==> config.mk <==
export PLATFORM = sky130hd
export DESIGN_NAME = axis_gain_ramp_flat
export DESIGN_NICKNAME = d
export VERILOG_FILES = /design/src/rtl/axis_gain_ramp_if.sv /design/src/rtl/axis_gain_ramp.sv /design/src/flat_wrapper.sv
export SDC_FILE = /design/constraint.sdc
export NUM_CORES = 1
export LEC_CHECK = 0
export ABC_AREA = 1
export CAP_MARGIN = 10
export CELL_PAD_IN_SITES_DETAIL_PLACEMENT = 1
export CELL_PAD_IN_SITES_GLOBAL_PLACEMENT = 2
export CORE_MARGIN = 2
export CORE_UTILIZATION = 35
export CTS_CLUSTER_DIAMETER = 30
export DETAILED_ROUTE_END_ITERATION = 7
export GPL_TIMING_DRIVEN = 0
export PLACE_DENSITY_LB_ADDON = 0.1
export SYNTH_ARGS = -nofsm -noshare
export SYNTH_HDL_FRONTEND = slang
export SYNTH_SLANG_ARGS = --single-unit
==> constraint.sdc <==
create_clock -name clk -period 6.3 [get_ports clk]
set_input_delay 0.945 -clock clk [delete_from_list [all_inputs] [get_ports clk]]
set_output_delay 0.945 -clock clk [all_outputs]
set_load 0.05 [all_outputs]
==> src/rtl/axis_gain_ramp_if.sv <==
// AXI-Stream sample bus (data/valid/ready/last) shared by both sides of the gain stage.
// Latency: none, wires only.
// Backpressure: ready travels slave->master; a beat moves when valid && ready.
interface axis_gain_ramp_if #(
    parameter int DATA_WIDTH = 24
);
    logic [DATA_WIDTH-1:0] data;
    logic                  valid;
    logic                  ready;
    logic                  last;

    modport master (output data, output valid, output last, input ready);
    modport slave  (input data, input valid, input last, output ready);
endinterface

==> src/rtl/axis_gain_ramp.sv <==
// Multi-channel AXIS gain stage: per-frame gain ramps 1 step toward target, with mute and saturation.
// Latency: 2 cycles (product stage, shift/saturate stage), 1 beat/cycle throughput.
// Backpressure: two-entry skid via per-stage valids; s_axis ready drops only when both stages are full and m_axis stalls.
module axis_gain_ramp #(
    parameter int DATA_WIDTH  = 24,
    parameter int CHANNELS    = 2,
    parameter int GAIN_WIDTH  = 8,
    parameter int RAMP_FRAMES = 1
) (
    input  logic                   clk,
    input  logic                   reset,
    input  logic [GAIN_WIDTH-1:0]  target_gain,
    input  logic                   mute,
    axis_gain_ramp_if.slave        s_axis,
    axis_gain_ramp_if.master       m_axis,
    output logic [GAIN_WIDTH-1:0]  current_gain,
    output logic                   ramp_busy,
    output logic                   frame_error
);
    localparam int PW = DATA_WIDTH + GAIN_WIDTH + 1;
    localparam int CW = (CHANNELS > 1) ? $clog2(CHANNELS) : 1;
    localparam int FW = (RAMP_FRAMES > 1) ? $clog2(RAMP_FRAMES) : 1;
    localparam logic [CW-1:0] CH_LAST = CW'(CHANNELS - 1);
    localparam logic [FW-1:0] FC_LAST = FW'(RAMP_FRAMES - 1);
    localparam logic signed [PW-1:0] Q_MAX = {{(PW-DATA_WIDTH+1){1'b0}}, {(DATA_WIDTH-1){1'b1}}};
    localparam logic signed [PW-1:0] Q_MIN = {{(PW-DATA_WIDTH+1){1'b1}}, {(DATA_WIDTH-1){1'b0}}};

    logic [GAIN_WIDTH-1:0]  eff;
    logic [GAIN_WIDTH-1:0]  gain_next;
    logic [CW-1:0]          ch;
    logic [FW-1:0]          fc;
    logic                   accept;
    logic                   last_ch;
    logic                   boundary;
    logic                   step;
    logic                   ld1;
    logic                   ld2;
    logic                   v1;
    logic                   l1;
    logic                   v2;
    logic                   l2;
    logic signed [PW-1:0]   prod;
    logic signed [PW-1:0]   p1;
    logic signed [PW-1:0]   q;
    logic [DATA_WIDTH-1:0]  sat;
    logic [DATA_WIDTH-1:0]  d2;

    assign eff      = mute ? '0 : target_gain;
    assign ld2      = !v2 || m_axis.ready;
    assign ld1      = !v1 || ld2;
    assign accept   = s_axis.valid && ld1;
    assign last_ch  = (ch == CH_LAST);
    assign boundary = accept && s_axis.last;
    assign step     = boundary && (fc == FC_LAST);

    assign s_axis.ready = ld1;
    assign m_axis.valid = v2;
    assign m_axis.data  = d2;
    assign m_axis.last  = l2;

    // The product uses the gain register as it stands on the acceptance cycle,
    // so a gain step taken on a frame's last beat only affects the next frame.
    assign prod = PW'($signed(s_axis.data)) * PW'($signed({1'b0, current_gain}));
    assign q    = p1 >>> (GAIN_WIDTH - 1);

    // Clamp the rescaled product into the signed output sample range.
    always_comb begin
        sat = q[DATA_WIDTH-1:0];
        if (q > Q_MAX) begin
            sat = Q_MAX[DATA_WIDTH-1:0];
        end else if (q < Q_MIN) begin
            sat = Q_MIN[DATA_WIDTH-1:0];
        end
    end

    // Next gain: one unit toward the effective target, only at a gain-step instant.
    always_comb begin
        gain_next = current_gain;
        if (step) begin
            if (current_gain < eff) begin
                gain_next = current_gain + GAIN_WIDTH'(1);
            end else if (current_gain > eff) begin
                gain_next = current_gain - GAIN_WIDTH'(1);
            end
        end
    end

    // Frame tracking: channel/frame counters, sticky framing error, gain and busy flag.
    always_ff @(posedge clk) begin
        if (reset) begin
            ch           <= '0;
            fc           <= '0;
            frame_error  <= 1'b0;
            current_gain <= '0;
            ramp_busy    <= (eff != '0);
        end else begin
            if (accept) begin
                if (s_axis.last != last_ch) begin
                    frame_error <= 1'b1;
                end
                ch <= (s_axis.last || last_ch) ? '0 : ch + CW'(1);
            end
            if (boundary) begin
                fc <= (fc == FC_LAST) ? '0 : fc + FW'(1);
            end
            current_gain <= gain_next;
            ramp_busy    <= (gain_next != eff);
        end
    end

    // Two-stage datapath: stage 1 holds the raw product, stage 2 the saturated sample.
    always_ff @(posedge clk) begin
        if (reset) begin
            v1 <= 1'b0;
            l1 <= 1'b0;
            p1 <= '0;
            v2 <= 1'b0;
            l2 <= 1'b0;
            d2 <= '0;
        end else begin
            if (ld1) begin
                v1 <= accept;
                if (accept) begin
                    p1 <= prod;
                    l1 <= s_axis.last;
                end
            end
            if (ld2) begin
                v2 <= v1;
                if (v1) begin
                    d2 <= sat;
                    l2 <= l1;
                end
            end
        end
    end
endmodule

==> src/flat_wrapper.sv <==
// flat-port wrapper written by rule: the top's interface ports become plain ports
module axis_gain_ramp_flat 
#(
    parameter int DATA_WIDTH  = 24,
    parameter int CHANNELS    = 2,
    parameter int GAIN_WIDTH  = 8,
    parameter int RAMP_FRAMES = 1
)
  (clk, reset, target_gain, mute, current_gain, ramp_busy, frame_error, s_axis_data, s_axis_valid, s_axis_last, s_axis_ready, m_axis_data, m_axis_valid, m_axis_last, m_axis_ready);
  axis_gain_ramp_if #(.DATA_WIDTH(DATA_WIDTH)) s_axis_i ();
  axis_gain_ramp_if #(.DATA_WIDTH(DATA_WIDTH)) m_axis_i ();
  input  logic clk;
  input  logic reset;
  input  logic [GAIN_WIDTH-1:0] target_gain;
  input  logic mute;
  output logic [GAIN_WIDTH-1:0] current_gain;
  output logic ramp_busy;
  output logic frame_error;
  input wire logic [$bits(s_axis_i.data)-1:0] s_axis_data;
  input wire logic [$bits(s_axis_i.valid)-1:0] s_axis_valid;
  input wire logic [$bits(s_axis_i.last)-1:0] s_axis_last;
  output wire logic [$bits(s_axis_i.ready)-1:0] s_axis_ready;
  output wire logic [$bits(m_axis_i.data)-1:0] m_axis_data;
  output wire logic [$bits(m_axis_i.valid)-1:0] m_axis_valid;
  output wire logic [$bits(m_axis_i.last)-1:0] m_axis_last;
  input wire logic [$bits(m_axis_i.ready)-1:0] m_axis_ready;
  assign s_axis_i.data = s_axis_data;
  assign s_axis_i.valid = s_axis_valid;
  assign s_axis_i.last = s_axis_last;
  assign s_axis_ready = s_axis_i.ready;
  assign m_axis_data = m_axis_i.data;
  assign m_axis_valid = m_axis_i.valid;
  assign m_axis_last = m_axis_i.last;
  assign m_axis_i.ready = m_axis_ready;
  axis_gain_ramp #(.DATA_WIDTH(DATA_WIDTH), .CHANNELS(CHANNELS), .GAIN_WIDTH(GAIN_WIDTH), .RAMP_FRAMES(RAMP_FRAMES)) u_core (.clk(clk), .reset(reset), .target_gain(target_gain), .mute(mute), .s_axis(s_axis_i), .m_axis(m_axis_i), .current_gain(current_gain), .ramp_busy(ramp_busy), .frame_error(frame_error));
endmodule
==> results_dict.tcl, run 1 <==
set metrics [dict create \
    status "finished, final reports clean" \
    cpMaxStageDelayCell "sky130_fd_sc_hd__buf_1" \
    synth-warning-count 0 \
    core_region_area_um2 28780 \
    synth_top_area_share_pct 29.03 \
    drive_above_1_share_pct 3.759 \
    pwr_density_nw_per_um2 180.1 \
    overflow 0 \
    drt_drc_violations_left 0 \
    routabilityCongestion 0.8358 \
    placed_area_um2 11250 \
    floorplan.die.height_um 175.4 \
    crit_fanout 10 \
    layout.filler_cells 3699 \
    drt_pass1_iterations 4 \
    worst_slack_ns 0.6956 \
    setup.worst_path.end_class "flip-flop" \
    clk-insertion-delay-late_ns 0.33 \
    critical_path.reg2reg.startpoint "u_core.current_gain[5]" \
    syn-num-nets 1738 \
    cts_tree "done" \
    fmaxAchievable_ghz 0.1784 \
    synthesis.area_per_instance_um2 6.953 \
    vias 8991 \
    instances_no_fill 1927 \
    tritoncts_num_sinks 65 \
    maxCapViolations 0 \
    worstMarginPinSlew_ns 0.8650 \
    grt_first_pass_wirelength_mm 52.12 \
    dpl_worst_slack_ns 0.3330 \
    worst_hold_path_type "reg2reg" \
    floorplan.initialDensity_pct 35.71 \
    power_leakage_nw 6.585 \
    synth_largest_area_cell "sky130_fd_sc_hd__fa_1" \
    post_cts_setup_repair_bufs 0 \
    largest_net_degree_at_the_start_of_global_routing 14 \
    setup_viol_count_final 0 \
    vias_in_the_first_global_route 9564 \
    clock_tree.buffer_depth 2 \
    fin_nets 1798 \
    syn-cell-area_um2 10280 \
    clock_skew_ns 0.004814 \
    synth_seq_cells 65 \
    synth-edff-count 0 \
    dominantRegCellSynth "sky130_fd_sc_hd__dfxtp_1" \
    ys_async_sr_fraction_pct 0 \
    io_buffers 49 \
    timing.slew.headroom_pct 42.33 \
    cp_cell_sequence "clkbuf_2, buf_1, nand2_1, inv_1, fa_1, fa_1, fa_1, inv_1, fa_1, inv_1, ha_1, a21oi_1, inv_1, a31oi_1, o21ai_0, a211oi_1, a21oi_1, nor2_1, nor2_1" \
    area_occupied_by_multi_input_gates_um2 7236 \
    routed_wirelength_mm 31.65 \
    fp-row-count 62 \
    synthToLayoutAreaGrowth_pct 12.41 \
    synthesis.instances 1478 \
    ff_latch_area_um2 1301 \
    dr_vias_cell 4.666 \
    max_transition_viols_final 0 \
    regMostFlops "u_core.p1" \
    critPathMaxStageDelay_ns 0.65 \
    critPathLaunch "u_core.current_gain[5]" \
    final.period_utilization_pct 88.96 \
    dr.first_iter.drc_count 249 \
    crit_type "reg2reg" \
    worstPathArrival_ns 5.83 \
    place.detailed.hpwl_mm 26.75 \
    top_count_cell_post_synth "sky130_fd_sc_hd__inv_1" \
    rsz_0062_raised_after_global_routing "false" \
    antenna_found_initial 0 \
    timing.final.hold_violations 0 \
    hold_start "u_core.frame_error" \
    cts.reportedPaths.clkPinSlew_ns 0.06 \
    cts_max_level 3 \
    cts_root_buffer "sky130_fd_sc_hd__clkbuf_16" \
    antenna_cells 0 \
    synth-seq-area-share_pct 12.66 \
    groute.usage.overall_pct 21.69 \
    cts_made_buffers 9 \
    final_cell_area_um2 11550 \
    top_level_ports 75 \
    min_period_ns 5.604 \
    die-area_um2 30750 \
    dp.cells 1911 \
    crit_path_start_kind "flip-flop" \
    cts.hold.buffers_added 0 \
    setup_tns_ns 0 \
    flip_flop_count_of_the_largest_register_all_copies_and_words_added 26 \
    synth_cell_type_count 39 \
    antenna_left 0 \
    post_synth_main_area_contributors "sky130_fd_sc_hd__fa_1, sky130_fd_sc_hd__inv_1, sky130_fd_sc_hd__nand2_1, sky130_fd_sc_hd__dfxtp_1, sky130_fd_sc_hd__ha_1" \
    netlist_top_cells_count "sky130_fd_sc_hd__inv_1, sky130_fd_sc_hd__nand2_1, sky130_fd_sc_hd__fa_1" \
    die_width_um 175.4 \
    post_drt_wl_per_cell_um 16.43 \
    vdd.ir_drop.worst_mv 0.1002 \
    cp.required_ns 6.52 \
]
-- where the power goes --
group	internal (mW)	switching (mW)	total, mW
Clock	0.310	0.202	0.511
Sequential	0.454	0.0245	0.478
Combinational	0.365	0.725	1.09
Total	1.13	0.951	2.08
-- metal layers --
metal  part of all wire, %  track usage, %  up-vias
li1                      -               -     4500
met1                    48           29.65     4348
met2                    48           37.66      126
met3                   3.4           1.991       17
met4                   1.1           3.958        0
met5                     0               0        -
-- cell type report --
cell class / count / share of cell area (%)
inverter: 385 / 12.51
buffer: 67 / 2.556
timing repair buffer: 49 / 4.246
clock buffer: 9 / 1.950
multi-input combinational: 961 / 62.64
tap: 384 / 4.159
clock inverter: 7 / 0.6716
sequential: 65 / 11.27
-- per-stage QoR --
stage               total power [mW]  hold WS, ns  utilization, %
floorplan                      1.256       0.4332               -
global placement               1.569       0.4420           39.08
detailed placement             1.595       0.4446           39.08
CTS                            2.113       0.4541           40.13
global route                   2.278       0.4833           40.14
finish                         2.080       0.4509           40.14
-- critical path, delay by kind of cell (launching register included) --
family / cells / cell delay (ns)
compound gates: 5 / 1.04
fa+ha+maj: 5 / 2.38
buf+inv: 6 / 1.30
flops: 1 / 0.39
simple gates: 3 / 0.37
-- path summary, 6_finish.rpt --
kind / depth (start not counted) / slack, ns / to
hold reg to reg: 2 / 0.45 / u_core.frame_error
setup / recovery: 19 / 0.70 / u_core.p1[26]
setup reg to reg: 19 / 0.70 / u_core.p1[26]
hold / removal: 2 / 0.45 / u_core.frame_error
-- cells by family (layout without fill, tap and decap cells) --
kind of cell	Yosys count	in the layout	synth area share [%]
AND/OR/NAND/NOR	551	551	22.09
AO/OA/AOI/OAI	171	171	8.961
XOR/XNOR	17	17	1.449
adder cells (fa/ha/maj)	222	222	37.92
flip-flops	65	65	12.66
buffers and inverters	452	517	16.92
-- repair_timing --
item / CTS / global route
endpoints found under the setup margin: 0 / 3
gates resized for setup: 0 / 2
hold endpoints to repair: 0 / 0
-- placed cells by master (no fill, tap or decap), drive strengths merged --
master	n
clkinv	3
xor2	12
o21ai	66
nor2	99
o221ai	1
o21bai	1
nand4	15
bufinv	1
buf	22
o21a	3
a31oi	2
xnor2	5
and3	1
clkdlybuf4s50	49
o211ai	4
ha	73
nand3b	3
clkinvlp	1
fa	149
nor4	1
o311ai	1
a21boi	1
a21o	5
inv	387
nand3	61
a211oi	3
nand2	360
clkbuf	54
a21oi	84
dfxtp	65
nor3	11
(Power assumes the default switching activity.)
==> run 2: changes to the inputs <==
- CTS_BUF_LIST: unset -> sky130_fd_sc_hd__clkbuf_4
==> results_dict.tcl, run 2 (synthesis gave the netlist of run 1 again) <==
set metrics [dict create \
    status "finished, final reports clean" \
    timing.slew.headroom_pct 44.89 \
    worstPathArrival_ns 5.97 \
    total_power_mw 1.869 \
    setup_viol_count_final 0 \
    cts_max_level 3 \
    drt_pass1_iterations 6 \
    cp_cell_sequence "clkbuf_2, buf_1, nand2_1, inv_1, fa_1, fa_1, fa_1, inv_1, fa_1, inv_1, ha_1, a21oi_1, inv_1, a31oi_1, o21ai_0, a211oi_1, a21oi_1, nor2_1, nor2_1" \
    crit_type "reg2reg" \
    fin_nets 1798 \
    cts_tree "done" \
    path_buf_inv 6 \
    cts.reportedPaths.clkPinSlew_ns 0.13 \
    post-route-util_pct 39.60 \
    routed_wirelength_mm 31.55 \
    regMostFlops "u_core.p1" \
    fmaxAchievable_ghz 0.1769 \
    fp-row-count 62 \
    vdd.ir_drop.worst_mv 0.07283 \
    post_drt_wl_per_cell_um 16.36 \
    finalHoldWorstSlack_ns 0.4608 \
    vias 8998 \
    final.period_utilization_pct 89.73 \
    floorplan.initialDensity_pct 35.71 \
    cts_root_buffer "sky130_fd_sc_hd__clkbuf_4" \
    largest_net_degree_at_the_start_of_global_routing 14 \
    cts.hold.buffers_added 0 \
    clock_skew_ns 0.01689 \
    drive_above_1_share_pct 3.759 \
    cts_made_buffers 9 \
    layout.filler_cells 3722 \
    groute.usage.overall_pct 21.63 \
    vias_in_the_first_global_route 9581 \
    io_buffers 49 \
    highest_count_cells_in_the_layout_ignoring_fill_and_taps "sky130_fd_sc_hd__inv_1, sky130_fd_sc_hd__nand2_1, sky130_fd_sc_hd__fa_1" \
    die-area_um2 30750 \
    worst_slack_ns 0.6467 \
    antenna_found_initial 1 \
    grt_first_pass_wirelength_mm 52.07 \
    top_level_ports 75 \
    critPathMaxStageDelay_ns 0.66 \
    overflow 0 \
    die_width_um 175.4 \
    layout.cells.most_common "sky130_fd_sc_hd__inv_1" \
    flip_flop_count_of_the_largest_register_all_copies_and_words_added 26 \
    synthToLayoutAreaGrowth_pct 10.90 \
    routabilityCongestion 0.8358 \
    drt_drc_violations_left 0 \
    pwr_density_nw_per_um2 164.0 \
    cp.required_ns 6.62 \
    dr_vias_cell 4.667 \
    dpl_worst_slack_ns 0.3330 \
    post_cts_setup_repair_bufs 0 \
    setup.worst_path.end_class "flip-flop" \
    timing.final.hold_violations 0 \
    cts_resized 0 \
    rsz_0062_raised_after_global_routing "false" \
    worst_hold_path_type "reg2reg" \
    place.detailed.hpwl_mm 26.75 \
    floorplan.die.height_um 175.4 \
    crit_fanout 10 \
    antenna_left 0 \
    core_region_area_um2 28780 \
    clock_tree.buffer_depth 2 \
    worstMarginPinSlew_ns 0.8267 \
    min_period_ns 5.653 \
    tritoncts_num_sinks 65 \
    crit_path_start_kind "flip-flop" \
    power_leakage_nw 6.516 \
    setup_tns_ns 0 \
    clk-insertion-delay-late_ns 0.42 \
    cpMaxStageDelayCell "sky130_fd_sc_hd__buf_1" \
    dr.first_iter.drc_count 238 \
    cpLargestDelayFamily "adder cells" \
    maxCapViolations 0 \
    max_transition_viols_final 0 \
]
==> run 2: cell types whose count changed in the layout (fill, tap and decap cells not counted) <==
cell / before / now
sky130_fd_sc_hd__diode_2: 0 / 1
sky130_fd_sc_hd__clkbuf_4: 0 / 9
sky130_fd_sc_hd__clkbuf_16: 9 / 0
==> run 2: power by group <==
group          internal [mW]  total, mW  leakage (nW)  switching [mW]
sequential             0.453      0.478         0.533          0.0246
combinational          0.365       1.09          5.91           0.727
clock                  0.124      0.299        0.0769           0.175
total                  0.943       1.87          6.52           0.926
==> run 2: final cells by class <==
cell class	count	area [um^2]	area share [%]
repair buffers	49	490.5	4.304
clock inverters	7	77.57	0.6807
clock buffers	9	67.56	0.5929
diodes	1	2.502	0.02196
multi-input cells	961	7236	63.49
inverters	385	1445	12.68
flip-flops and latches	65	1301	11.42
well taps	384	480.5	4.216
plain buffers	67	295.3	2.591
==> run 2: worst paths after layout <==
path / start / endpoint / slack, ns / cells past startpoint
hold reg to reg: u_core.frame_error / u_core.frame_error / 0.46 / 2
hold / removal: u_core.frame_error / u_core.frame_error / 0.46 / 2
setup reg to reg: u_core.current_gain[5] / u_core.p1[26] / 0.65 / 19
setup / recovery: u_core.current_gain[5] / u_core.p1[26] / 0.65 / 19
==> run 2: tightest hold or removal path: cells and delay by family (launching register included) <==
family,cells,cell delay (ns)
buffers and inverters,1,0.05
flip-flops,1,0.33
AO/OA/AOI/OAI,1,0.05
==> run 2: metrics by stage <==
stage	instance area, um^2	std cells
6_report	11400	1928
3_3_place_gp	11250	1911
2_1_floorplan	10280	1478
3_5_place_dp	11250	1911
4_1_cts	11390	1927
5_1_grt	11400	1928
==> run 2: layer usage <==
| metal | wire (um) | vias up | share of wire (%) | global-route usage, % |
|---|---|---|---|---|
| li1 | - | 4500 | - | - |
| met1 | 15430 | 4357 | 49 | 29.65 |
| met2 | 14960 | 121 | 47 | 37.61 |
| met3 | 818 | 20 | 2.6 | 1.926 |
| met4 | 337 | 0 | 1.1 | 3.646 |
| met5 | 0 | - | 0 | 0 |
